--- src/rtl/cpu_pkg.sv ---
`default_nettype none
// ============================================================================
// Module      : cpu_pkg
// Description : Shared execute-stage types and helpers. Holds the M-extension
//               operation encoding (RV32M funct3), the muldiv FSM state type
//               and small decode helpers used by the multiply/divide unit.
// Ports       : none (package)
// Revision    : 1.0 - initial release
// ============================================================================
package cpu_pkg;

  // Encoding matches RV32M funct3 so decode can pass funct3 straight through.
  typedef enum logic [2:0] {
    MD_MUL    = 3'd0,
    MD_MULH   = 3'd1,
    MD_MULHSU = 3'd2,
    MD_MULHU  = 3'd3,
    MD_DIV    = 3'd4,
    MD_DIVU   = 3'd5,
    MD_REM    = 3'd6,
    MD_REMU   = 3'd7
  } muldiv_op_t;

  typedef enum logic [1:0] {
    ST_IDLE = 2'd0,
    ST_CALC = 2'd1,
    ST_DONE = 2'd2
  } muldiv_state_t;

  // funct3[2] separates the divide group from the multiply group.
  function automatic logic is_div(input muldiv_op_t op);
    return op[2];
  endfunction

  function automatic logic is_rem(input muldiv_op_t op);
    return op[2] & op[1];
  endfunction

  function automatic logic is_signed_a(input muldiv_op_t op);
    case (op)
      MD_MUL, MD_MULH, MD_MULHSU, MD_DIV, MD_REM: return 1'b1;
      default:                                    return 1'b0;
    endcase
  endfunction

  function automatic logic is_signed_b(input muldiv_op_t op);
    case (op)
      MD_MUL, MD_MULH, MD_DIV, MD_REM: return 1'b1;
      default:                         return 1'b0;
    endcase
  endfunction

endpackage
`default_nettype wire

--- src/rtl/muldiv_unit_if.sv ---
`default_nettype none
// ============================================================================
// Module      : muldiv_unit_if
// Description : Request/response bundle between the execute stage and the
//               multiply/divide unit.
// Ports       : master - requester side (drives in_valid/op/a/b/flush/
//                        out_ready, observes in_ready/out_valid/result)
//               slave  - unit side (mirror of master)
// Revision    : 1.0 - initial release
// ============================================================================
interface muldiv_unit_if #(
  parameter int XLEN = 32
);
  import cpu_pkg::*;

  logic              in_valid;
  logic              in_ready;
  muldiv_op_t        op;
  logic [XLEN-1:0]   a;
  logic [XLEN-1:0]   b;
  logic              flush;
  logic              out_valid;
  logic              out_ready;
  logic [XLEN-1:0]   result;

  modport master (
    output in_valid, op, a, b, flush, out_ready,
    input  in_ready, out_valid, result
  );

  modport slave (
    input  in_valid, op, a, b, flush, out_ready,
    output in_ready, out_valid, result
  );

endinterface
`default_nettype wire

--- src/rtl/muldiv_signfix.sv ---
`default_nettype none
// ============================================================================
// Module      : muldiv_signfix
// Description : Conditional two's-complement negate. Used on the way in to
//               turn signed operands into magnitudes, and on the way out to
//               re-apply the result sign.
// Ports       : val_i [WIDTH] - value
//               neg_i         - negate when high
//               val_o [WIDTH] - val_i or -val_i (modulo 2^WIDTH)
// Revision    : 1.0 - initial release
// ============================================================================
module muldiv_signfix #(
  parameter int WIDTH = 32
) (
  input  logic [WIDTH-1:0] val_i,
  input  logic             neg_i,
  output logic [WIDTH-1:0] val_o
);

  // The most-negative value maps to itself, which read as unsigned is the
  // correct magnitude 2^(WIDTH-1).
  assign val_o = neg_i ? (~val_i + WIDTH'(1)) : val_i;

endmodule
`default_nettype wire

--- src/rtl/muldiv_unit.sv ---
`default_nettype none
// ============================================================================
// Module      : muldiv_unit
// Description : Iterative RV32M multiply/divide unit, one bit per cycle.
//               Shift-add multiply and restoring divide share one 2*XLEN
//               working register; divide-by-zero and signed overflow take a
//               one-cycle fast path.
// Ports       : clk   - clock, rising edge
//               rst_n - asynchronous reset, active low
//               bus   - muldiv_unit_if.slave: in_valid/in_ready/op/a/b
//                       request, flush, out_valid/out_ready/result response
// Revision    : 1.0 - initial release
// ============================================================================
module muldiv_unit
  import cpu_pkg::*;
#(
  parameter int XLEN = 32
) (
  input  logic          clk,
  input  logic          rst_n,
  muldiv_unit_if.slave  bus
);

  localparam int CW = $clog2(XLEN + 1);
  localparam logic [XLEN-1:0] MOST_NEG = {1'b1, {(XLEN-1){1'b0}}};

  // --------------------------------------------------------------------------
  // State
  // --------------------------------------------------------------------------
  muldiv_state_t     state_q, state_d;
  muldiv_op_t        op_q, op_d;
  logic [2*XLEN-1:0] prod_q, prod_d;   // mul: {acc, multiplier}; div: {rem, dividend/quotient}
  logic [XLEN-1:0]   bmag_q, bmag_d;
  logic              neg_q, neg_d;
  logic              fast_q, fast_d;
  logic [XLEN-1:0]   result_q, result_d;
  logic [CW-1:0]     cnt_q, cnt_d;

  // --------------------------------------------------------------------------
  // Input decode and magnitudes
  // --------------------------------------------------------------------------
  logic            sa, sb;
  logic [XLEN-1:0] amag, bmag;
  logic            b_zero, ovf, fast;
  logic [XLEN-1:0] fast_res;
  logic            req_neg;

  assign sa = is_signed_a(bus.op) & bus.a[XLEN-1];
  assign sb = is_signed_b(bus.op) & bus.b[XLEN-1];

  muldiv_signfix #(.WIDTH(XLEN)) u_fix_a (
    .val_i (bus.a),
    .neg_i (sa),
    .val_o (amag)
  );

  muldiv_signfix #(.WIDTH(XLEN)) u_fix_b (
    .val_i (bus.b),
    .neg_i (sb),
    .val_o (bmag)
  );

  assign b_zero = (bus.b == '0);
  assign ovf    = ((bus.op == MD_DIV) || (bus.op == MD_REM)) &&
                  (bus.a == MOST_NEG) && (bus.b == '1);
  assign fast   = is_div(bus.op) && (b_zero || ovf);

  always_comb begin
    fast_res = '0;
    if (b_zero) begin
      fast_res = is_rem(bus.op) ? bus.a : '1;
    end else begin
      fast_res = is_rem(bus.op) ? '0 : MOST_NEG;
    end
  end

  // Remainder takes the dividend's sign; product and quotient take sa^sb.
  assign req_neg = is_rem(bus.op) ? sa : (sa ^ sb);

  // --------------------------------------------------------------------------
  // One iteration of each algorithm
  // --------------------------------------------------------------------------
  logic [XLEN:0]     mul_sum;
  logic [2*XLEN-1:0] mul_next;
  logic [XLEN:0]     div_shift;
  logic [XLEN:0]     div_diff;
  logic [2*XLEN-1:0] div_next;

  // Add the multiplicand into the upper half when the current multiplier bit
  // is set, then shift the whole register (carry included) right by one.
  assign mul_sum  = {1'b0, prod_q[2*XLEN-1:XLEN]} +
                    (prod_q[0] ? {1'b0, bmag_q} : {(XLEN+1){1'b0}});
  assign mul_next = {mul_sum, prod_q[XLEN-1:1]};

  // Partial remainder stays below the divisor, so {rem, next dividend bit}
  // fits in XLEN+1 bits and bit XLEN of the difference is the borrow.
  assign div_shift = prod_q[2*XLEN-1:XLEN-1];
  assign div_diff  = div_shift - {1'b0, bmag_q};
  assign div_next  = div_diff[XLEN] ?
                     {div_shift[XLEN-1:0], prod_q[XLEN-2:0], 1'b0} :
                     {div_diff[XLEN-1:0],  prod_q[XLEN-2:0], 1'b1};

  // --------------------------------------------------------------------------
  // Output sign fix-up
  // --------------------------------------------------------------------------
  logic [2*XLEN-1:0] fix_in, fix_out;
  logic [XLEN-1:0]   calc_res;

  // Divide results go through the low half so a single 2*XLEN negate serves
  // both the full product and the quotient/remainder.
  always_comb begin
    fix_in = prod_q;
    if (is_div(op_q)) begin
      fix_in = {{XLEN{1'b0}}, (is_rem(op_q) ? prod_q[2*XLEN-1:XLEN] : prod_q[XLEN-1:0])};
    end
  end

  muldiv_signfix #(.WIDTH(2*XLEN)) u_fix_out (
    .val_i (fix_in),
    .neg_i (neg_q),
    .val_o (fix_out)
  );

  assign calc_res = ((op_q == MD_MUL) || is_div(op_q)) ? fix_out[XLEN-1:0]
                                                       : fix_out[2*XLEN-1:XLEN];

  // --------------------------------------------------------------------------
  // FSM: next state and datapath
  // --------------------------------------------------------------------------
  always_comb begin
    state_d  = state_q;
    op_d     = op_q;
    prod_d   = prod_q;
    bmag_d   = bmag_q;
    neg_d    = neg_q;
    fast_d   = fast_q;
    result_d = result_q;
    cnt_d    = cnt_q;

    case (state_q)
      ST_IDLE: begin
        if (bus.in_valid) begin
          op_d    = bus.op;
          bmag_d  = bmag;
          fast_d  = fast;
          cnt_d   = '0;
          state_d = ST_CALC;
          if (fast) begin
            // Fast-path answer is already final; park it in the low half
            // and spend exactly one cycle before presenting it.
            prod_d = {{XLEN{1'b0}}, fast_res};
            neg_d  = 1'b0;
          end else begin
            prod_d = {{XLEN{1'b0}}, amag};
            neg_d  = req_neg;
          end
        end
      end

      ST_CALC: begin
        if (fast_q) begin
          result_d = prod_q[XLEN-1:0];
          state_d  = ST_DONE;
        end else if (cnt_q == CW'(XLEN)) begin
          result_d = calc_res;
          state_d  = ST_DONE;
        end else begin
          prod_d = is_div(op_q) ? div_next : mul_next;
          cnt_d  = cnt_q + CW'(1);
        end
      end

      ST_DONE: begin
        if (bus.out_ready) begin
          state_d = ST_IDLE;
        end
      end

      default: begin
        state_d = ST_IDLE;
      end
    endcase

    // Kill overrides every other transition, including an output handshake.
    if (bus.flush) begin
      state_d = ST_IDLE;
      cnt_d   = '0;
      fast_d  = 1'b0;
    end
  end

  always_ff @(posedge clk or negedge rst_n) begin
    if (!rst_n) begin
      state_q  <= ST_IDLE;
      op_q     <= MD_MUL;
      prod_q   <= '0;
      bmag_q   <= '0;
      neg_q    <= 1'b0;
      fast_q   <= 1'b0;
      result_q <= '0;
      cnt_q    <= '0;
    end else begin
      state_q  <= state_d;
      op_q     <= op_d;
      prod_q   <= prod_d;
      bmag_q   <= bmag_d;
      neg_q    <= neg_d;
      fast_q   <= fast_d;
      result_q <= result_d;
      cnt_q    <= cnt_d;
    end
  end

  // --------------------------------------------------------------------------
  // Outputs, decoded from registered state only
  // --------------------------------------------------------------------------
  assign bus.in_ready  = (state_q == ST_IDLE);
  assign bus.out_valid = (state_q == ST_DONE);
  assign bus.result    = result_q;

endmodule
`default_nettype wire

--- src/flat_wrapper.sv ---
// flat-port wrapper written by rule: the top's interface ports become plain ports
module muldiv_unit_flat import cpu_pkg::*;
#(
  parameter int XLEN = 32
)
  (clk, rst_n, bus_in_valid, bus_op, bus_a, bus_b, bus_flush, bus_out_ready, bus_in_ready, bus_out_valid, bus_result);
  muldiv_unit_if #(.XLEN(XLEN)) bus_i ();
  input  logic clk;
  input  logic rst_n;
  input wire logic [$bits(bus_i.in_valid)-1:0] bus_in_valid;
  input wire logic [$bits(bus_i.op)-1:0] bus_op;
  input wire logic [$bits(bus_i.a)-1:0] bus_a;
  input wire logic [$bits(bus_i.b)-1:0] bus_b;
  input wire logic [$bits(bus_i.flush)-1:0] bus_flush;
  input wire logic [$bits(bus_i.out_ready)-1:0] bus_out_ready;
  output wire logic [$bits(bus_i.in_ready)-1:0] bus_in_ready;
  output wire logic [$bits(bus_i.out_valid)-1:0] bus_out_valid;
  output wire logic [$bits(bus_i.result)-1:0] bus_result;
  assign bus_i.in_valid = bus_in_valid;
  assign bus_i.op = bus_op;
  assign bus_i.a = bus_a;
  assign bus_i.b = bus_b;
  assign bus_i.flush = bus_flush;
  assign bus_i.out_ready = bus_out_ready;
  assign bus_in_ready = bus_i.in_ready;
  assign bus_out_valid = bus_i.out_valid;
  assign bus_result = bus_i.result;
  muldiv_unit #(.XLEN(XLEN)) u_core (.clk(clk), .rst_n(rst_n), .bus(bus_i));
endmodule
--- config.mk ---
export PLATFORM = sky130hd
export DESIGN_NAME = muldiv_unit_flat
export DESIGN_NICKNAME = d
export VERILOG_FILES = /design/src/rtl/cpu_pkg.sv /design/src/rtl/muldiv_unit_if.sv /design/src/rtl/muldiv_signfix.sv /design/src/rtl/muldiv_unit.sv /design/src/flat_wrapper.sv
export SDC_FILE = /design/constraint.sdc
export NUM_CORES = 1
export LEC_CHECK = 0
export BUFFER_PORTS_ARGS = -buffer_cell sky130_fd_sc_hd__buf_2
export CAP_MARGIN = 40
export CORE_MARGIN = 2
export CORE_UTILIZATION = 40
export CTS_CLUSTER_SIZE = 20
export DETAILED_ROUTE_END_ITERATION = 10
export GPL_TIMING_DRIVEN = 0
export PLACE_DENSITY = 0.6
export SETUP_SLACK_MARGIN = 0.02
export SYNTH_ARGS = -nofsm -noshare
export SYNTH_HDL_FRONTEND = slang
export SYNTH_SLANG_ARGS = --single-unit
--- constraint.sdc ---
create_clock -name clk -period 5.6 [get_ports clk]
set_input_delay 0.28 -clock clk [delete_from_list [all_inputs] [get_ports clk]]
set_output_delay 0.28 -clock clk [all_outputs]
set_load 0.03 [all_outputs]
==> qor.yml <==
clock_tree:
  clockRootBuffer: "clkbuf_16"
  clk_pin_slew_worst_paths_ns: 0.07
  clockBufferDepth: 2
  cts_buffers: 17
  htree_levels: 4
  cts_sinks: 141
  tritoncts: "yes"
  clk_latency_ns: 0.46
routing:
  vias: 16700
  wirelength_um: 66800
  wl_per_cell_um: 25.7
  initialDrtViolationCount: 1720
  viasPerCell: 6.40
  first_pass_iters: 5
  detail-route-antenna-nets: 0
  drc: 0
floorplanning:
  core.rowCount: 71
  dieWidth_um: 198
  start_util_pct: 40.3
  die_y_um: 198
  dieArea_um2: 39200
  core_um2: 37300
  io_pins: 106
timing:
  max_freq_mhz: 193
  setup_viol: 0
  min_period_ns: 5.18
  drv_slew: 0
  timing.setup.tns_ns: 0
  min_period_over_period_pct: 92.5
  worst_pin_slew_ns: 0.970
  hold_viol: 0
  fin_worst_skew_ns: 0.0160
  rsz0062_at_grt: "false"
  slew_headroom_pct: 34.5
  layout_setup_ws_ns: 0.419
  worst_hold_slack_ns: 0.0890
placement:
  dp.cells: 2572
  placedInstanceArea_um2: 16200
  gp_congestion: 0.979
  dp_hpwl_um: 52400
  pre_cts_slack_ns: -0.148
  portBuffers: 102
power:
  pwr-share-comb_pct: 64.0
  power_frac_seq_pct: 21.9
  ir_drop_uv: 236
  power_switching_w: 0.00447
  clkPwrFrac_pct: 14.1
  netSwitchingFraction_pct: 53.6
  cellPowerDensity_nw_per_um2: 496
  p_int_w: 0.00387
  power_leakage_nw: 7.23
setup_path:
  worst-path-max-fanout: 10
  critPathCaptureType: "flip-flop"
  slowest_stage: "o41ai_1"
  crit_top_cell: "clkbuf_1"
  cpPeakStageDelay_ns: 0.93
  start_kind: "flip-flop"
  path_cells: "clkbuf_1, buf_8, clkbuf_1, and2_1, ha_1, inv_1, fa_1, nand2b_1, a21o_1, a31o_2, nand2_1, a41oi_1, o41ai_1, a211oi_1, a311o_1, a2bb2oi_1"
  crit_arrival_ns: 5.57
  crit_required_ns: 5.99
  critical_path_class: "reg -> reg"
finish:
  area_growth_pct: 11.9
  insertedDiodeCount: 0
  final_nets: 2261
  post_layout_nonfiller_instances: 2604
  drive_above_1_share_pct: 9.44
  final_area_um2: 16800
logic_synthesis:
  syn_area_um2: 15000
  synth-seq-cells: 141
  synth_edf_count: 0
  ys_warn_count: 0
  syn_nets: 2134
  synthCells: 1990
  async_flop_share_pct: 100
  synth.distinct_cells: 94
  ys_seq_area_share_pct: 23.5
  synthFlopType: "dfrtp_1"
  syn_avg_cell_area_um2: 7.56
outcome:
  status: "finished clean"
global_routing:
  grt_max_degree: 92
  antenna_found_initial: 0
  grt_pass1_vias: 15700
  grt_usage_pct: 34.4
  grt_pass1_wl_um: 100000
  overflow: 0
hold_path:
  min_path_type: "in -> reg"
run:
  drv_cap: 0
## critical path, delay by kind of cell (launching register included)
family                     cells  cell delay, ns
buffers and inverters          4            1.14
adders and majority gates      2            0.55
AOI/OAI and AO/OA              7            2.58
and+or+nand+nor                3            0.50
DFF                            1            0.33
## routing by layer
layer	GRT usage, %	up-vias	part of all wire (%)
met3	6.61	131	9.0
li1	-	7595	-
met5	0	-	0
met1	48.5	8110	44
met2	52.3	829	43
met4	12.1	0	3.7
## final timing paths
kind	endpoint	depth (start not counted)	slack, ns	startpoint
worst max-delay path	u_core.prod_q[63]$_DFFE_PN0P_	16	0.42	u_core.prod_q[0]$_DFFE_PN0P_
worst min-delay path	u_core.op_q[0]$_DFFE_PN0P_	3	0.09	bus_op[0]
worst max register to register	u_core.prod_q[63]$_DFFE_PN0P_	16	0.42	u_core.prod_q[0]$_DFFE_PN0P_
worst min register to register	u_core.bus.result[13]$_DFFE_PN0P_	2	0.49	u_core.bus.result[13]$_DFFE_PN0P_
max in group asynchronous	u_core.bmag_q[8]$_DFFE_PN0P_	3	4.39	rst_n
min in group asynchronous	u_core.bus.result[13]$_DFFE_PN0P_	2	0.36	rst_n
## state kept, by name, summed over array words and instances (netlist names)
signal             cells
u_core.neg_q           1
u_core.fast_q          1
u_core.state_q         2
u_core.prod_q         64
u_core.bus.result     32
u_core.bmag_q         32
u_core.op_q            3
u_core.cnt_q           6
## final cells by class
type | instances | area, µm²
inverters | 72 | 270
clock inverters | 14 | 149
multi-input cells | 1631 | 10600
flip-flops and latches | 141 | 3530
repair buffers | 109 | 607
fillers | 3883 | 20500
well taps | 474 | 593
plain buffers | 145 | 648
clock buffers | 18 | 439
## per-stage QoR
step | utilization (%) | power (W)
after global placement | 43.3 | 0.00695
after global routing | 45.1 | 0.00885
after floorplan | - | 0.00529
after CTS | 45.1 | 0.00820
after detailed placement | 43.5 | 0.00699
final | 45.1 | 0.00835
## layout by cell type (no fill, tap or decap), types with 14 or more instances in the layout
cell type and n:
a211oi_1 23, a21o_1 42, a21oi_1 186, a22oi_1 16, a31oi_1 21, and2_1 50, and3_1 26, buf_2 111
clkbuf_1 107, clkbuf_16 17, dfrtp_1 141, ha_1 70, inv_1 72, mux2i_1 65, nand2_1 170, nand2b_1 16
nand3_1 60, nand4_1 17, nor2_1 150, nor3_1 66, nor4_1 21, o21ai_0 183, o221ai_1 14, o22ai_1 16
o31ai_1 31, o41ai_1 15, or3_1 24, xnor2_1 78, xor2_1 55
## power by group through the flow
stage / registers (W) / clock network (W) / logic, W
final: 0.00182 / 0.00118 / 0.00534
after CTS: 0.00180 / 0.00119 / 0.00521
after global routing: 0.00184 / 0.00123 / 0.00578
after detailed placement: 0.00181 / 0 / 0.00517
after global placement: 0.00181 / 0 / 0.00514
after floorplan: 0.00181 / 0 / 0.00348
## what timing repair did
item / 4_1_cts / 5_1_grt
setup endpoints to repair: 4 / 4
hold endpoints to repair: 50 / 0
pin swaps: 0 / 0
setup buffers: 0 / 0
resized for setup: 1 / 0
hold buffers: 1 / 0
## logic make-up (layout without fill, tap and decap cells)
| kind of cell | after synthesis | count (layout) | share of synthesized area (%) |
|---|---|---|---|
| compound gates | 696 | 696 | 29.8 |
| xor+xnor | 133 | 133 | 7.74 |
| fa+ha+maj | 72 | 72 | 6.09 |
| buf+inv | 218 | 358 | 6.12 |
| flops | 141 | 141 | 23.5 |
| mux | 67 | 67 | 4.47 |
| simple gates | 663 | 663 | 22.3 |
## synth_stat cells, types with 9 or more instances
library cell	number	share of area (%)
a311oi_1	9	0.52
nand2_1	170	4.2
nand4_1	17	0.71
a31oi_1	21	0.87
o22ai_1	16	0.67
o211ai_1	12	0.60
mux2i_1	65	4.3
o41ai_1	15	0.87
o21a_1	10	0.50
and2_1	50	2.1
a211oi_1	23	1.1
and3_1	26	1.1
buf_1	13	0.32
nor3_1	66	2.2
dfrtp_1	141	23
nor2_1	150	3.7
inv_1	72	1.8
nand2b_1	16	0.67
ha_1	70	5.8
a221oi_1	11	0.64
nor2b_1	10	0.42
o221ai_1	14	0.82
a21o_1	42	2.1
o21ai_0	183	6.1
a22oi_1	16	0.80
a21oi_1	186	6.2
nand3_1	60	2.0
o31ai_1	31	1.5
nor4_1	21	0.87
o21ai_1	11	0.37
clkbuf_1	109	2.7
buf_2	10	0.33
or3_1	24	1.0
xnor2_1	78	4.5
xor2_1	55	3.2
Power figures use the tool's default switching activity.
